==> config.mk <==
export PLATFORM = sky130hd
export DESIGN_NAME = rr_dec_arbiter
export DESIGN_NICKNAME = d
export VERILOG_FILES = /design/src/rtl/rr_dec_arbiter.sv
export SDC_FILE = /design/constraint.sdc
export NUM_CORES = 1
export LEC_CHECK = 0
export CAP_MARGIN = 20
export CORE_MARGIN = 4
export CORE_UTILIZATION = 50
export CTS_BUF_LIST = sky130_fd_sc_hd__clkbuf_16
export DETAILED_ROUTE_END_ITERATION = 8
export HOLD_SLACK_MARGIN = 0.15
export PLACE_DENSITY = 0.77
export SLEW_MARGIN = 25
export SYNTH_ARGS = -nofsm -noshare
export SYNTH_HDL_FRONTEND = slang
export SYNTH_SLANG_ARGS = --single-unit
export TNS_END_PERCENT = 20
==> constraint.sdc <==
create_clock -name clk -period 2.3 [get_ports clk]
set_clock_uncertainty 0.05 [all_clocks]
set_input_delay 0.345 -clock clk [delete_from_list [all_inputs] [get_ports clk]]
set_output_delay 0.345 -clock clk [all_outputs]
set_load 0.1 [all_outputs]
==> src/rtl/rr_dec_arbiter.sv <==
// Round-robin arbiter for four requesters sharing one 2-to-4 decoder select path.
// Registered grant drives decoder A/E; break-before-make with bounded hold per owner.
module rr_dec_arbiter #(
    parameter int unsigned MAX_HOLD = 15,
    parameter int unsigned CNT_W    = 8
) (
    input  logic       clk,
    input  logic       rst,
    input  logic [3:0] i_req,
    input  logic [3:0] i_done,
    output logic [1:0] o_gnt_idx,
    output logic       o_gnt_en,
    output logic [3:0] o_gnt,
    output logic       o_busy,
    output logic       o_timeout
);

    localparam int unsigned N_REQ = 4;
    localparam int unsigned IDX_W = 2;

    typedef enum logic {
        S_IDLE  = 1'b0,
        S_GRANT = 1'b1
    } state_t;

    state_t             r_state;
    state_t             w_state;
    logic [IDX_W-1:0]   r_ptr;
    logic [IDX_W-1:0]   w_ptr;
    logic [CNT_W-1:0]   r_hold;
    logic [CNT_W-1:0]   w_hold;
    logic [IDX_W-1:0]   r_gnt_idx;
    logic [IDX_W-1:0]   w_gnt_idx;
    logic               r_gnt_en;
    logic               w_gnt_en;
    logic [N_REQ-1:0]   r_gnt;
    logic [N_REQ-1:0]   w_gnt;
    logic               r_busy;
    logic               w_busy;
    logic               r_timeout;
    logic               w_timeout;

    logic               w_found;
    logic [IDX_W-1:0]   w_winner;
    logic [IDX_W-1:0]   w_cand;
    logic               w_rel_done;
    logic               w_rel_drop;
    logic               w_rel_max;

    assign w_rel_done = i_done[r_gnt_idx];
    assign w_rel_drop = ~i_req[r_gnt_idx];
    assign w_rel_max  = (r_hold == CNT_W'(MAX_HOLD));

    // Rotating priority scan: ptr+1 first, ptr itself last.
    always_comb begin
        w_found  = 1'b0;
        w_winner = r_ptr;
        w_cand   = r_ptr;
        for (int k = 1; k <= int'(N_REQ); k++) begin
            w_cand = r_ptr + IDX_W'(k);
            if (!w_found && i_req[w_cand]) begin
                w_found  = 1'b1;
                w_winner = w_cand;
            end
        end
    end

    always_ff @(posedge clk) begin
        if (rst) begin
            r_state   <= S_IDLE;
            r_ptr     <= IDX_W'(3);
            r_hold    <= '0;
            r_gnt_idx <= '0;
            r_gnt_en  <= 1'b0;
            r_gnt     <= '0;
            r_busy    <= 1'b0;
            r_timeout <= 1'b0;
        end else begin
            r_state   <= w_state;
            r_ptr     <= w_ptr;
            r_hold    <= w_hold;
            r_gnt_idx <= w_gnt_idx;
            r_gnt_en  <= w_gnt_en;
            r_gnt     <= w_gnt;
            r_busy    <= w_busy;
            r_timeout <= w_timeout;
        end
    end

    // Next state and next registered outputs.
    always_comb begin
        w_state   = r_state;
        w_ptr     = r_ptr;
        w_hold    = r_hold;
        w_gnt_idx = r_gnt_idx;
        w_gnt_en  = r_gnt_en;
        w_gnt     = r_gnt;
        w_busy    = r_busy;
        w_timeout = 1'b0;
        case (r_state)
            S_IDLE: begin
                w_gnt_en = 1'b0;
                w_gnt    = '0;
                w_busy   = 1'b0;
                if (w_found) begin
                    w_state   = S_GRANT;
                    w_gnt_idx = w_winner;
                    w_gnt_en  = 1'b1;
                    w_gnt     = N_REQ'(1) << w_winner;
                    w_busy    = 1'b1;
                    w_hold    = CNT_W'(1);
                end
            end
            S_GRANT: begin
                if (w_rel_done || w_rel_drop || w_rel_max) begin
                    w_state   = S_IDLE;
                    w_gnt_en  = 1'b0;
                    w_gnt     = '0;
                    w_busy    = 1'b0;
                    w_ptr     = r_gnt_idx;
                    w_hold    = '0;
                    w_timeout = w_rel_max && !w_rel_done && !w_rel_drop;
                end else if (r_hold < CNT_W'(MAX_HOLD)) begin
                    w_hold = r_hold + CNT_W'(1);
                end
            end
            default: w_state = S_IDLE;
        endcase
    end

    assign o_gnt_idx = r_gnt_idx;
    assign o_gnt_en  = r_gnt_en;
    assign o_gnt     = r_gnt;
    assign o_busy    = r_busy;
    assign o_timeout = r_timeout;

endmodule

==> results.py, run 1 <==
metrics = {
    "yosys": {
        "netlist_area_mm2": 0.001022,
        "syn-mean-instance-area_um2": 8.889,
        "synth_edf_count": 0,
        "synth.largest_area_cell": "dfxtp_1",
        "synth_cell_type_count": 40,
        "ys_async_sr_fraction": 0,
        "postSynthCellCount": 115,
        "ys.flop_type": "dfxtp_1",
        "yosysWarnings": 0,
        "yosysMostFrequentCell": "dfxtp_1",
        "ys_seq_area_frac": 0.3721,
        "synth_top_area_share": 0.3721,
        "synth.net_count": 126,
        "synth_seq_cells": 19,
        "synth.area.top_cells": "dfxtp_1 37%, mux2i_1 4.9%, nor3_1 4.9%",
        "synthTopCellsByCount": "19 x dfxtp_1, 11 x nor2_1, 10 x nor3_1, 5 x mux2i_1, 5 x nand2_1",
    },
    "worst_setup_path": {
        "cp_top_family": "simple AND/OR/NAND/NOR gates",
        "slowest_stage": "or4_1",
        "worstSetupPathType": "input pin to flop",
        "path_max_fanout": 9,
        "path_cells": "clkdlybuf4s50_1, and4b_4, or4_1, a21oi_4, mux2i_1",
        "crit_arrival_ns": 2.19,
        "end_kind": "flop",
        "slowest_delay_ns": 0.64,
        "cp.buffers_inverters": 1,
        "start_kind": "input pin",
        "required_ns": 2.43,
        "regToRegSetupSlack_ns": 0.43,
    },
    "placed_design": {
        "port_buffers": 18,
        "dp_cells": 164,
        "gp_congestion": 0.8777,
        "hpwl_um": 1775,
        "place_area_mm2": 0.001260,
    },
    "clocking": {
        "clk_pin_slew_ns": 0.05,
        "cts_resized": 0,
        "clkLatencyLatePin_ns": 0.25,
        "numCtsBuffers": 3,
        "hold_buffers": 0,
        "h-tree-depth": 1,
        "post_cts_buffers": 0,
        "ctsRootBufferMaster": "clkbuf_16",
        "cts_tree": "yes",
        "cts.path.max_buffers": 2,
        "cts.sinks": 19,
    },
    "sta": {
        "finalSetupViolations": 0,
        "rsz0062_at_grt": "no",
        "fmax_mhz": 486.2,
        "tns_ns": 0,
        "slew_viol_final": 0,
        "hold_viol_final": 0,
        "tightest_slew_ns": 0.5720,
        "slew-limit-headroom": 0.6178,
        "post-route-period-util": 0.8942,
        "period_minus_slack_ns": 2.057,
    },
    "route": {
        "drtIter0Drc": 26,
        "antenna_left": 0,
        "first_pass_iters": 4,
        "wl_um": 2400,
        "num_vias": 986,
        "drc": 0,
        "wire_per_inst_um": 14.29,
        "drt-vias-per-instance": 5.869,
    },
    "grt": {
        "grt_max_degree": 14,
        "grt_pass1_wl_um": 4160,
        "grt-ovfl-total": 0,
        "antenna_found_initial": 0,
        "grtUsageTotal": 0.2006,
        "grt_pass1_vias": 927,
    },
    "floorplan": {
        "die_w_um": 53.22,
        "die_h_um": 53.22,
        "dieArea_mm2": 0.002832,
        "fp-row-count": 16,
        "start_util": 0.5264,
        "io_pins": 19,
        "coreArea_mm2": 0.001942,
    },
    "power": {
        "p_comb_frac": 0.282,
        "p_clk_frac": 0.348,
        "ir_worst_vdd_mv": 0.4728,
        "p_leak_uw": 0.0005419,
        "seqPwrFrac": 0.370,
        "p_per_area_mw_per_mm2": 766.4,
        "p_int_uw": 681.6,
        "switching_share": 0.3364,
        "p_switching_uw": 345.5,
    },
    "final_layout": {
        "final_nets": 153,
        "multi_input_area_um2": 603.1,
        "area_growth_pct": 31.09,
        "n_antenna_cell": 0,
        "fin_cells": 168,
        "final_layout_size_suffix_gt1_frac": 0.2057,
        "seq_area_um2": 382.9,
        "nFillCells": 158,
        "stdcell_area_mm2": 0.001340,
        "final_util": 0.6901,
    },
    "run_status": {
        "status": "completed",
    },
    "min_path": {
        "min_path_type": "flop to flop",
    },
    "flow_run": {
        "cap_violations": 0,
    },
}
==> stage by stage <==
step / hold WS, ns / worst slack [ns] / total power (uW)
final: 0.4310 / 0.2433 / 1027
after global routing: 0.4458 / 0.1465 / 1074
after CTS: 0.4368 / 0.2410 / 1037
after detailed placement: 0.4241 / -0.02756 / 675.6
after global placement: 0.4049 / 0.03160 / 670.7
after floorplan: 0.4213 / 0.2151 / 597.1
==> placed cells by master, fill, tap and decap left out, types with 3 or more instances in the layout <==
master and n:
dfxtp_1 17, and3_1 4, buf_4 18, mux2i_1 5
nand4_1 3, nor3_1 10, a211oi_1 4, a32o_1 4
inv_1 3, a21oi_1 4, nor2_1 11, clkbuf_16 3
nand2_1 5, a31oi_1 4, clkdlybuf4s50_1 9
==> worst register-to-register path: stages (launching register included) <==
cell,delay [ns]
dfxtp_2,0.35
and4b_4,0.21
or4_1,0.64
a21oi_4,0.34
mux2i_1,0.21
==> kinds of logic (layout without fill, tap and decap cells) <==
group / Yosys count / after routing / share of synthesized area
AND/OR/NAND/NOR: 53 / 53 / 0.3097
buffers and inverters: 9 / 35 / 0.03794
AO/OA/AOI/OAI: 28 / 28 / 0.2191
flip-flops: 19 / 19 / 0.3721
adder cells (fa/ha/maj): 1 / 1 / 0.01224
multiplexers: 5 / 5 / 0.04896
==> state kept, by name, indices dropped and copies added, names as in the netlist <==
signal and cells:
o_gnt 4, o_busy 1, r_ptr 2, o_gnt_idx 2, r_hold 8, r_state 1, o_timeout 1
==> power by group through the flow <==
stage / Sequential (uW) / Combinational (uW) / Clock (uW)
final: 380 / 290 / 357
after floorplan: 476 / 121 / 0
after global placement: 385 / 286 / 0
after detailed placement: 387 / 289 / 0
after CTS: 379 / 290 / 367
after global routing: 384 / 308 / 382
==> path summary, 6_finish.rpt <==
kind                    to         start  cells after the start
hold reg to reg   o_gnt[2]      o_gnt[2]                      1
hold / removal    o_gnt[2]      o_gnt[2]                      1
setup reg to reg  r_ptr[1]  o_gnt_idx[0]                      4
setup / recovery  r_ptr[1]     i_done[3]                      5
==> per-layer routing <==
layer | global-route usage | wire length [um]
met5 | 0 | 0
met4 | 0.1106 | 58
met3 | 0.04225 | 85
met2 | 0.3204 | 1117
met1 | 0.2470 | 1138
==> final cells by class <==
type / instances / area share
Sequential cell: 19 / 0.2857
Timing Repair Buffer: 27 / 0.1681
Inverter: 4 / 0.01120
Multi-Input combinational cell: 87 / 0.4500
Tap cell: 27 / 0.02521
Clock inverter: 1 / 0.003735
Clock buffer: 3 / 0.05602
(Power assumes the default switching activity.)
==> run 2: changes to the inputs <==
Clock period 2.3 ns to 1.9 ns, I/O delays scaled along.
==> run 2 against run 1 <==
Against the previous run: cell area up 8.3%; final cell count up 3.6%; utilization up 5.7 points; sequential power up 23%; worst hold slack worse by 0.011 ns; global-route usage up 2.8 points; sequential cell count unchanged; non-clock buffer count up 5; clock power up 16%; clock-buffer cell count unchanged; critical path type unchanged; critical endpoint unchanged; highest routed layer unchanged.
==> results.py, run 2 (synthesis results as in run 1) <==
metrics = {
    "floorplan": {
        "fp-row-count": 16,
        "io_pins": 19,
        "die_w_um": 53.22,
        "start_util": 0.5264,
        "coreArea_mm2": 0.001942,
        "die_h_um": 53.22,
        "dieArea_mm2": 0.002832,
    },
    "power": {
        "p_clk_frac": 0.327,
        "seqPwrFrac": 0.368,
        "p_int_uw": 842.9,
        "p_switching_uw": 422.4,
        "p_comb_frac": 0.305,
        "switching_share": 0.3338,
        "ir_worst_vdd_mv": 0.8640,
        "p_per_area_mw_per_mm2": 871.7,
        "p_leak_uw": 0.0006146,
    },
    "worst_setup_path": {
        "path_max_fanout": 7,
        "worstSetupPathType": "input pin to flop",
        "crit_start": "i_req[3]",
        "start_kind": "input pin",
        "regToRegSetupSlack_ns": 0.15,
        "slowest_stage": "or4_4",
        "path_cells": "clkdlybuf4s50_1, and4b_4, or4_4, a21oi_4, mux2i_1",
        "crit_arrival_ns": 1.95,
        "critical_path_depth": 5,
        "cp_top_family": "simple AND/OR/NAND/NOR gates",
        "regToRegStartpoint": "o_gnt_idx[0]",
        "slowest_delay_ns": 0.56,
        "end_kind": "flop",
        "crit_path_end": "r_ptr[1]",
        "rr_worst_depth": 4,
        "required_ns": 2.02,
        "cp.buffers_inverters": 1,
        "worstReg2RegEnd": "r_ptr[1]",
    },
    "sta": {
        "holdWs_ns": 0.4199,
        "fin_ws_ns": 0.07007,
        "hold_viol_final": 0,
        "tightest_slew_ns": 0.5925,
        "post-route-period-util": 0.9631,
        "finalSetupViolations": 0,
        "tns_ns": 0,
        "slew_viol_final": 0,
        "slew-limit-headroom": 0.6019,
        "fmax_mhz": 546.5,
        "period_minus_slack_ns": 1.830,
    },
    "grt": {
        "antenna_found_initial": 0,
        "grtUsageTotal": 0.2284,
        "grt-ovfl-total": 0,
        "grt_max_degree": 11,
        "grt_pass1_wl_um": 4643,
        "grt_pass1_vias": 1032,
    },
    "clocking": {
        "clkLatencyLatePin_ns": 0.25,
        "ctsRootBufferMaster": "clkbuf_16",
        "post_cts_buffers": 0,
        "h-tree-depth": 1,
        "numCtsBuffers": 3,
        "hold_buffers": 0,
        "clk_pin_slew_ns": 0.05,
        "cts_tree": "yes",
        "cts.sinks": 19,
        "cts.path.max_buffers": 2,
    },
    "final_layout": {
        "layout_commonest_cell": "buf_4",
        "final_nets": 159,
        "area_growth_pct": 41.98,
        "top_register": "r_hold",
        "nFillCells": 144,
        "n_antenna_cell": 0,
        "final_cell_mix": "23 x buf_4, 17 x dfxtp_1, 11 x nor2_1, 10 x nor3_1, 6 x clkdlybuf4s50_1",
        "largest_reg_flops": 8,
        "stdcell_area_mm2": 0.001451,
        "final_layout_size_suffix_gt1_frac": 0.2721,
    },
    "route": {
        "num_vias": 1058,
        "wire_per_inst_um": 16.25,
        "wl_um": 2828,
        "drc": 0,
        "drt-vias-per-instance": 6.080,
        "first_pass_iters": 5,
        "drtIter0Drc": 38,
        "antenna_left": 0,
    },
    "placed_design": {
        "place_area_mm2": 0.001310,
        "dp_slack_ns": -0.3938,
        "hpwl_um": 1961,
        "gp_congestion": 0.9523,
        "port_buffers": 18,
    },
    "min_path": {
        "min_path_type": "flop to flop",
    },
    "run_status": {
        "status": "completed",
    },
    "flow_run": {
        "cap_violations": 0,
    },
}
==> run 2: changes by cell type in the layout (fill, tap and decap cells not counted), moves of 2 or more <==
cell / change
buf_4: +5
clkdlybuf4s50_1: -3
dlymetal6s2s_1: +3
dfxtp_2: -2
dfxtp_4: +2
nor4bb_1: -2
==> run 2: layout make-up <==
type	instances	area, um^2	share of cell area
multi-input cells	88	665.6	0.4586
flip-flops and latches	19	387.9	0.2672
repair buffers	32	270.3	0.1862
clock buffers	3	75.07	0.05172
well taps	27	33.78	0.02328
inverters	4	15.01	0.01034
clock inverters	1	3.754	0.002586
==> run 2: per-layer routing <==
| layer | global-route usage | up-vias | wire (um) |
|---|---|---|---|
| met5 | 0 | - | 0 |
| met4 | 0.1106 | 0 | 63 |
| met3 | 0.05070 | 10 | 177 |
| met2 | 0.3735 | 46 | 1430 |
| met1 | 0.2788 | 490 | 1157 |
| li1 | - | 512 | - |
==> run 2: metrics by stage <==
step	utilization	std cells	power [uW]
2_1_floorplan	-	115	722.8
3_3_place_gp	0.6746	170	826.0
3_5_place_dp	0.6746	170	835.1
4_1_cts	0.7274	175	1260
5_1_grt	0.7474	174	1315
6_report	0.7474	174	1265
==> run 2: power groups by stage <==
| stage | clock, uW | combinational, uW | sequential (uW) |
|---|---|---|---|
| final | 413 | 386 | 466 |
| after CTS | 422 | 377 | 461 |
| after global placement | 0 | 359 | 467 |
| after floorplan | 0 | 146 | 577 |
| after global routing | 435 | 409 | 471 |
| after detailed placement | 0 | 366 | 469 |
==> run 2: repair_timing <==
action                                  4_1_cts  5_1_grt
endpoints found under the setup margin       14       14
pin swaps                                     1        4
gates cloned                                  1        0
gates resized for setup                       3        8
==> run 2: worst min-delay path by stage <==
stage	cells after the start	to	startpoint
finish	1	o_gnt[2]	o_gnt[2]
global route	1	o_gnt[2]	o_gnt[2]
CTS	1	o_gnt[2]	o_gnt[2]
detailed placement	1	o_gnt[2]	o_gnt[2]
global placement	1	o_gnt[3]	o_gnt[3]
floorplan	2	r_hold[4]	r_hold[4]
==> run 3: changes to the inputs <==
Settings changed: PLACE_DENSITY 0.77 to 0.83.
==> run 3 against run 2 <==
Against the previous run: fmax fell by 1.9%; final cell count grew 1.1%; cell area shrank 2.4%; first-iteration DRC count grew 39%; register-to-register slack got worse by 0.07 ns; critical path depth stayed put; die area is the same; power grew 1.3%; critical path type unchanged; critical endpoint is now r_ptr[0]; largest power group unchanged.
==> results.py, run 3 (synthesis results as in run 1) <==
metrics = {
    "worst_setup_path": {
        "end_kind": "flop",
        "path_cells": "clkdlybuf4s50_1, and4b_4, or4_4, a21oi_4, mux2i_1",
        "crit_arrival_ns": 2.00,
        "slowest_stage": "or4_4",
        "required_ns": 2.03,
        "path_max_fanout": 5,
        "start_kind": "input pin",
        "worstSetupPathType": "input pin to flop",
        "regToRegSetupSlack_ns": 0.08,
        "slowest_delay_ns": 0.58,
    },
    "final_layout": {
        "final_nets": 161,
        "area_growth_pct": 38.56,
        "n_antenna_cell": 0,
        "nFillCells": 127,
        "largest_reg_flops": 8,
        "final_cell_mix": "25 x buf_4, 17 x dfxtp_1, 11 x nor2_1, 10 x nor3_1, 9 x clkdlybuf4s50_1",
        "top_register": "r_hold",
        "layout_commonest_cell": "buf_4",
        "stdcell_area_mm2": 0.001416,
        "fin_cells": 176,
        "final_layout_size_suffix_gt1_frac": 0.2617,
    },
    "sta": {
        "hold_viol_final": 0,
        "period_minus_slack_ns": 1.865,
        "rsz0062_at_grt": "yes",
        "post-route-period-util": 0.9814,
        "slew-limit-headroom": 0.5806,
        "finalSetupViolations": 0,
        "fmax_mhz": 536.3,
        "slew_viol_final": 0,
        "tightest_slew_ns": 0.6243,
        "tns_ns": 0,
    },
    "floorplan": {
        "start_util": 0.5264,
        "fp-row-count": 16,
        "coreArea_mm2": 0.001942,
        "die_h_um": 53.22,
        "die_w_um": 53.22,
        "dieArea_mm2": 0.002832,
        "io_pins": 19,
    },
    "placed_design": {
        "dp_cells": 171,
        "hpwl_um": 2139,
        "gp_congestion": 0.8720,
        "place_area_mm2": 0.001318,
        "port_buffers": 18,
    },
    "grt": {
        "antenna_found_initial": 0,
        "grt_pass1_wl_um": 4740,
        "grt_max_degree": 12,
        "grt-ovfl-total": 0,
        "grtUsageTotal": 0.2359,
        "grt_pass1_vias": 1028,
    },
    "route": {
        "drt-vias-per-instance": 6.290,
        "drc": 0,
        "drtIter0Drc": 53,
        "num_vias": 1107,
        "wire_per_inst_um": 16.95,
        "first_pass_iters": 4,
        "antenna_left": 0,
        "wl_um": 2984,
    },
    "run_status": {
        "status": "completed",
    },
    "power": {
        "p_per_area_mw_per_mm2": 905.3,
        "p_leak_uw": 0.0005821,
        "ir_worst_vdd_mv": 0.5433,
    },
    "clocking": {
        "cts_tree": "yes",
        "clkLatencyLatePin_ns": 0.25,
        "ctsRootBufferMaster": "clkbuf_16",
        "cts.path.max_buffers": 2,
        "numCtsBuffers": 3,
        "h-tree-depth": 1,
        "clk_pin_slew_ns": 0.05,
        "cts.sinks": 19,
        "hold_buffers": 0,
    },
    "flow_run": {
        "cap_violations": 0,
    },
    "min_path": {
        "min_path_type": "flop to flop",
    },
}
-- run 3: changes by cell type in the layout (fill, tap and decap cells not counted), sizes merged --
cell | before | now
buf | 23 | 25
clkdlybuf4s50 | 6 | 9
clkinv | 1 | 2
dlymetal6s2s | 3 | 0
inv | 4 | 3
-- run 3: power by group --
group          internal, uW  switching (uW)  leakage, uW
Combinational           133             253     0.000385
Sequential              429            34.8     0.000157
Clock                   282             150    0.0000409
-- run 3: layer usage --
metal / vias to the layer above / track usage / share of wire
met2: 59 / 0.3776 / 0.48
li1: 517 / - / -
met4: 0 / 0.1064 / 0.027
met3: 11 / 0.04789 / 0.076
met1: 520 / 0.3007 / 0.42
met5: - / 0 / 0
-- run 3: timing repair --
| item | 4_1_cts | 5_1_grt |
|---|---|---|
| pin swaps | 1 | 0 |
| buffers inserted | 0 | 0 |
| endpoints found under the setup margin | 9 | 3 |
| gates cloned | 1 | 0 |
| gates resized for setup | 1 | 1 |
-- run 3: final timing paths --
kind,cells past startpoint,to,from
worst max-delay path,5,r_ptr[0],i_done[3]
worst min-delay path,1,o_gnt[0],o_gnt[0]
worst max register to register,6,o_gnt[1],r_hold[0]
worst min register to register,1,o_gnt[0],o_gnt[0]
-- run 3: critical path, delay by kind of cell --
family / cells / cell delay (ns)
compound gates: 1 / 0.27
buf+inv: 1 / 0.46
simple gates: 2 / 0.78
mux: 1 / 0.20
-- run 3: through the flow --
stage / power [uW] / utilization / setup WS (ns) / hold slack, ns
6_report: 1282 / 0.7294 / 0.03530 / 0.4152
5_1_grt: 1328 / 0.7294 / -0.01942 / 0.4454
4_1_cts: 1285 / 0.7262 / 0.05011 / 0.4188
3_5_place_dp: 841.8 / 0.6785 / -0.3500 / 0.4060
3_3_place_gp: 827.9 / 0.6785 / -0.2757 / 0.4013
2_1_floorplan: 722.8 / - / 0.02089 / 0.4213
-- run 3: cell type report --
cell class | count | area [um^2] | area share
timing repair buffer | 34 | 277.8 | 0.1961
inverter | 4 | 15.01 | 0.01060
sequential | 19 | 387.9 | 0.2739
clock buffer | 3 | 75.07 | 0.05300
multi-input combinational | 88 | 621.8 | 0.4390
clock inverter | 1 | 5.005 | 0.003534
tap | 27 | 33.78 | 0.02385
==> variant 1, RTL diff (flow settings as in run 2) <==
Set the parameter `CNT_W` to 6 (it was 8).
--- a/src/rtl/rr_dec_arbiter.sv
+++ b/src/rtl/rr_dec_arbiter.sv
@@ -2,7 +2,7 @@
 // Registered grant drives decoder A/E; break-before-make with bounded hold per owner.
 module rr_dec_arbiter #(
     parameter int unsigned MAX_HOLD = 15,
-    parameter int unsigned CNT_W    = 8
+    parameter int unsigned CNT_W    = 6
 ) (
     input  logic       clk,
     input  logic       rst,
Check against the original RTL: same outputs for any inputs over 10 cycles, from zero or initial values and one cycle with rst high; that may be too few to reach the edited logic, so the function may still have changed.
==> variant 1 against run 2 <==
Global-route usage decreased by 4.0 points; sequential cell count decreased by 2; final area decreased by 11%; synthesized area decreased by 16%; routed wire length decreased by 21%; die area decreased by 14%; setup slack got worse by 19 ps; power decreased by 8.3%; combinational power decreased by 12%; critical path type unchanged.
==> variant 1: results (changes against run 2) <==
Sequential fraction of the synthesis area = 0.397 (was 0.372)
DRT iter0 DRCs = 17 (was 38)
Critical Path AT = 1980 ps (was 1950 ps)
Switch share = 0.317 (was 0.334)
Top cells by count, synth = 17 x dfxtp_1, 12 x nor2_1, 11 x a21oi_1, 10 x nand2b_1, 6 x nand2_1 (was 19 x dfxtp_1, 11 x nor2_1, 10 x nor3_1, 5 x mux2i_1, 5 x nand2_1)
HP Class = flip-flop to flip-flop (unchanged)
Setup slack at placement = -219 ps (was -394 ps)
Bufs on Longest Clock Path = 2 (unchanged)
Synth cell types = 33 (was 40)
# fillers = 93 (was 144)
Largest Register = r_hold (unchanged)
Met1 Usage GRT = 0.209 (was 0.279)
Vias in the first global route = 814 (was 1032)
Synth warn = 0 (unchanged)
Htree depth = 1 (unchanged)
Clock slew at reported path FFs = 50 ps (about the same)
TritonRoute pass-1 iters = 4 (was 5)
Largest net degree at the start of global routing = 20 (was 11)
Worst-Margin Slew = 339 ps (was 593 ps)
Critical path's slowest cell = mux4_2 (was or4_4)
# placed instances = 149 (was 170)
Max FFs per register = 6 (was 8)
Detail Placement HPWL = 1540 µm (was 1960 µm)
Drt wl/cell = 14.4 µm (was 16.3 µm)
Net Count, Synth = 112 (was 126)
Share of cells above drive strength 1 = 0.331 (was 0.272)
Peak VDD IR = 0.665 mV (was 0.864 mV)
RePlAce Congestion = 0.841 (was 0.952)
Vias = 842 (was 1058)
First-pass GRT wire length = 3530 µm (was 4640 µm)
Detailed Route WL = 2230 µm (was 2830 µm)
Tot GR Track Use = 0.189 (was 0.228)
Area contributors post-synth = dfxtp_1 40%, nand2b_1 7.3%, a21oi_1 6.4%, nor2_1 5.3%, o21ai_0 2.9% (was dfxtp_1 37%, mux2i_1 4.9%, nor3_1 4.9%, nor2_1 4.0%, a32o_1 3.9%)
Number of diodes = 0 (unchanged)
Crit path largest cell delay = 530 ps (was 560 ps)
Async set-reset flop share out of synthesis = 0 (unchanged)
P_leak = 0.573 nW (was 0.615 nW)
Outcome = complete, no violations (unchanged)
Synth Area per Inst = 8.49 µm² (was 8.89 µm²)
Num CTS Buffers = 3 (unchanged)
M2 GR Usage = 0.350 (was 0.373)
Crit-path max FO = 3 (was 7)
Met3 Use GR = 0.0275 (was 0.0507)
## variant 1: changes by cell type after synthesis, sizes merged, moves of 4 or more
cell    before  now
nor3        10    4
o21ai        1    5
a21oi        5   11
nand2b       2   11
mux2i        5    0
a31oi        4    0
a32o         4    0
## variant 1: kinds of logic (layout without fill, tap and decap cells)
logic type | after synthesis | in the layout | share of synthesized area
flops | 17 | 17 | 0.397
simple gates | 47 | 47 | 0.315
xor+xnor | 1 | 1 | 0.0102
fa+ha+maj | 1 | 1 | 0.0146
compound gates | 28 | 28 | 0.206
mux | 1 | 1 | 0.0263
buf+inv | 6 | 44 | 0.0307
## variant 1: final timing paths
kind,from,end,slack (ps),depth (start not counted)
max,i_req[1],r_hold[1],50,7
min,o_gnt[1],o_gnt[1],410,2
max reg2reg,r_hold[1],r_hold[2],200,6
min reg2reg,o_gnt[1],o_gnt[1],410,2
## variant 1: critical path: cells and delay by family
| kind | cells | cell delay, ps |
|---|---|---|
| AOI/OAI and AO/OA | 2 | 240 |
| and+or+nand+nor | 2 | 300 |
| muxes | 1 | 530 |
| buffers and inverters | 2 | 620 |
## variant 1: layout make-up
type                    count  share of cell area
clock buffers               3              0.0580
multi-input cells          78               0.402
well taps                  16              0.0155
flip-flops and latches     17               0.268
repair buffers             37               0.245
clock inverters             1             0.00290
inverters                   3             0.00870
## variant 1: routing by layer
layer  vias up  share of wire
met2        12           0.54
li1        435              -
met5         -              0
met1       389           0.42
met3         6          0.022
met4         0          0.022
## variant 1: power groups by stage
| stage | sequential (W) | clock [W] | combinational, W |
|---|---|---|---|
| after floorplan | 0.000519 | 0 | 0.000114 |
| after global placement | 0.000417 | 0 | 0.000315 |
| after detailed placement | 0.000418 | 0 | 0.000320 |
| after CTS | 0.000411 | 0.000415 | 0.000323 |
| after global routing | 0.000417 | 0.000432 | 0.000362 |
| final | 0.000413 | 0.000407 | 0.000341 |
## variant 1: stage by stage
step | hold slack, ps | instance area (µm²)
after floorplan | 394 | 862
after global placement | 401 | 1150
after detailed placement | 401 | 1150
after CTS | 408 | 1230
after global routing | 432 | 1290
final | 405 | 1290
## variant 1: repair_timing
action / in CTS / in global routing
setup buffers: 0 / 2
resized for setup: 0 / 14
setup endpoints to repair: 0 / 10
==> variant 2, RTL diff (flow settings as in run 2) <==
Made on the original files. `r_hold` no longer has a reset.
--- a/src/rtl/rr_dec_arbiter.sv
+++ b/src/rtl/rr_dec_arbiter.sv
@@ -69,7 +69,6 @@
         if (rst) begin
             r_state   <= S_IDLE;
             r_ptr     <= IDX_W'(3);
-            r_hold    <= '0;
             r_gnt_idx <= '0;
             r_gnt_en  <= 1'b0;
             r_gnt     <= '0;
@@ -78,13 +77,16 @@
         end else begin
             r_state   <= w_state;
             r_ptr     <= w_ptr;
-            r_hold    <= w_hold;
             r_gnt_idx <= w_gnt_idx;
             r_gnt_en  <= w_gnt_en;
             r_gnt     <= w_gnt;
             r_busy    <= w_busy;
             r_timeout <= w_timeout;
         end
+    end
+
+    always_ff @(posedge clk) begin
+        r_hold <= w_hold;
     end
 
     // Next state and next registered outputs.
Behaviour: same outputs for any inputs over 10 cycles, from zero or initial values and one cycle with rst high; that may be too few to reach the edited logic, so the function may still have changed.
==> variant 2 against run 2 <==
Utilization decreased by 3.3 points; synthesized area increased by 1.3%; power increased by 0.83%; final area decreased by 3.4%; register-to-register slack improved by 20 ps; routed wire length decreased by 20%; setup slack got worse by 22 ps; clock power increased by 3%; combinational power decreased by 11%; sequential cell count unchanged; via count decreased by 17%; hold slack improved by 9.8 ps; first-iteration DRC count decreased by 71%.
==> variant 2: results (changes against run 2) <==
Outcome = complete, no violations (unchanged)
Top cells by count, synth = 11 x dfxtp_1, 9 x nand2_1, 9 x nor2_1, 8 x edfxtp_1 (was 19 x dfxtp_1, 11 x nor2_1, 10 x nor3_1, 5 x mux2i_1, 5 x nand2_1)
R2r startpoint = r_hold[1] (was o_gnt_idx[0])
P_leak = 0.574 nW (was 0.615 nW)
Peak VDD IR = 0.645 mV (was 0.864 mV)
Synth Area per Inst = 9.96 µm² (was 8.89 µm²)
Area contributors post-synth = edfxtp_1 23%, dfxtp_1 21%, mux4_2 4.3%, nand2b_1 3.6%, nand2_1 3.3% (was dfxtp_1 37%, mux2i_1 4.9%, nor3_1 4.9%, nor2_1 4.0%, a32o_1 3.9%)
Drt wl/cell = 14.0 µm (was 16.3 µm)
Critical Path AT = 1820 ps (was 1950 ps)
Synth cell types = 40 (unchanged)
Largest net degree at the start of global routing = 12 (was 11)
Vias = 874 (was 1058)
Placed cell areas = 1290 µm² (was 1310 µm²)
CP startpoint = i_req[2] (was i_req[3])
Detail Placement HPWL = 1730 µm (was 1960 µm)
Bufs on Longest Clock Path = 2 (unchanged)
Async set-reset flop share out of synthesis = 0 (unchanged)
Post-synth EDFFs = 8 (was 0)
First-pass GRT wire length = 3840 µm (was 4640 µm)
Tot GR Track Use = 0.191 (was 0.228)
Post-layout min period = 1850 ps (was 1830 ps)
TritonRoute pass-1 iters = 4 (was 5)
Share of cells above drive strength 1 = 0.284 (was 0.272)
Adder-cell share of the synthesized area = 0.0121 (was 0.0122)
Crit path to = r_hold[1] (was r_ptr[1])
Yosys top cell by area = edfxtp_1 (was dfxtp_1)
Setup slack at placement = -217 ps (was -394 ps)
DRT iter0 DRCs = 11 (was 38)
RePlAce Congestion = 0.742 (was 0.952)
Top delay family on crit path = buffers and inverters (was simple AND/OR/NAND/NOR gates)
Vias per cell = 5.43 (was 6.08)
Synth Area in Compound Gates = 0.116 (was 0.219)
Crit path largest cell delay = 540 ps (was 560 ps)
Crit-path max FO = 4 (was 7)
Critical path's slowest cell = clkdlybuf4s50_1 (was or4_4)
RR Endpoint = o_gnt[1] (was r_ptr[1])
Cell depth of the worst setup path = 6 (was 5)
Synth Flop Type = dfxtp_1 (unchanged)
Sequential fraction of the synthesis area = 0.444 (was 0.372)
Worst R2R Setup Slack = 170 ps (was 150 ps)
Net Count, Synth = 115 (was 126)
Post-synthesis mux area share = 0.0628 (was 0.0490)
Post-Synth XOR/XNOR Area = 0.0507 (was 0)
Worst-Margin Slew = 435 ps (was 593 ps)
Largest Register = r_hold (unchanged)
Port bufs = 18 (unchanged)
Vias in the first global route = 887 (was 1032)
Final Net Count = 146 (was 159)
# placed instances = 156 (was 170)
R2R cell count = 6 (was 4)
variant 2: stage by stage:
step	hold slack, ps	utilization
floorplan	483	-
global placement	415	0.660
detailed placement	423	0.660
CTS	431	0.701
global route	466	0.714
finish	430	0.714
variant 2: layout make-up:
class	instances	area (µm²)
well taps	27	33.8
repair buffers	30	253
flip-flops and latches	19	465
multi-input cells	75	547
inverters	6	22.5
fillers	164	561
clock buffers	3	75.1
clock inverters	1	5.00
variant 2: power breakdown:
part / internal [W] / total [W] / switching (W)
clock network: 0.000282 / 0.000427 / 0.000145
registers: 0.000463 / 0.000504 / 0.0000408
logic: 0.000130 / 0.000345 / 0.000215
variant 2: how the worst min path moves through the flow:
| stage | end | cells past startpoint |
|---|---|---|
| finish | o_gnt[2] | 2 |
| global route | o_gnt[2] | 2 |
| CTS | o_gnt[2] | 2 |
| detailed placement | o_gnt[2] | 2 |
| global placement | o_gnt[1] | 2 |
| floorplan | r_ptr[0] | 2 |
variant 2: what timing repair did:
item / 4_1_cts / 5_1_grt
hold endpoints to repair: 0 / 0
buffers inserted: 0 / 1
endpoints found under the setup margin: 0 / 16
gates resized for setup: 0 / 5
variant 2: layer usage:
| layer | global-route usage | share of wire | vias up |
|---|---|---|---|
| met5 | 0 | 0 | - |
| li1 | - | - | 437 |
| met4 | 0.0766 | 0.018 | 0 |
| met1 | 0.222 | 0.44 | 422 |
| met2 | 0.333 | 0.51 | 11 |
| met3 | 0.0451 | 0.025 | 4 |
variant 2: worst reg2reg max path: cells and delay by family (launching register included):
family | cells | cell delay [ps]
compound gates | 1 | 220
fa+ha+maj | 1 | 230
buf+inv | 1 | 220
flops | 1 | 410
simple gates | 3 | 510
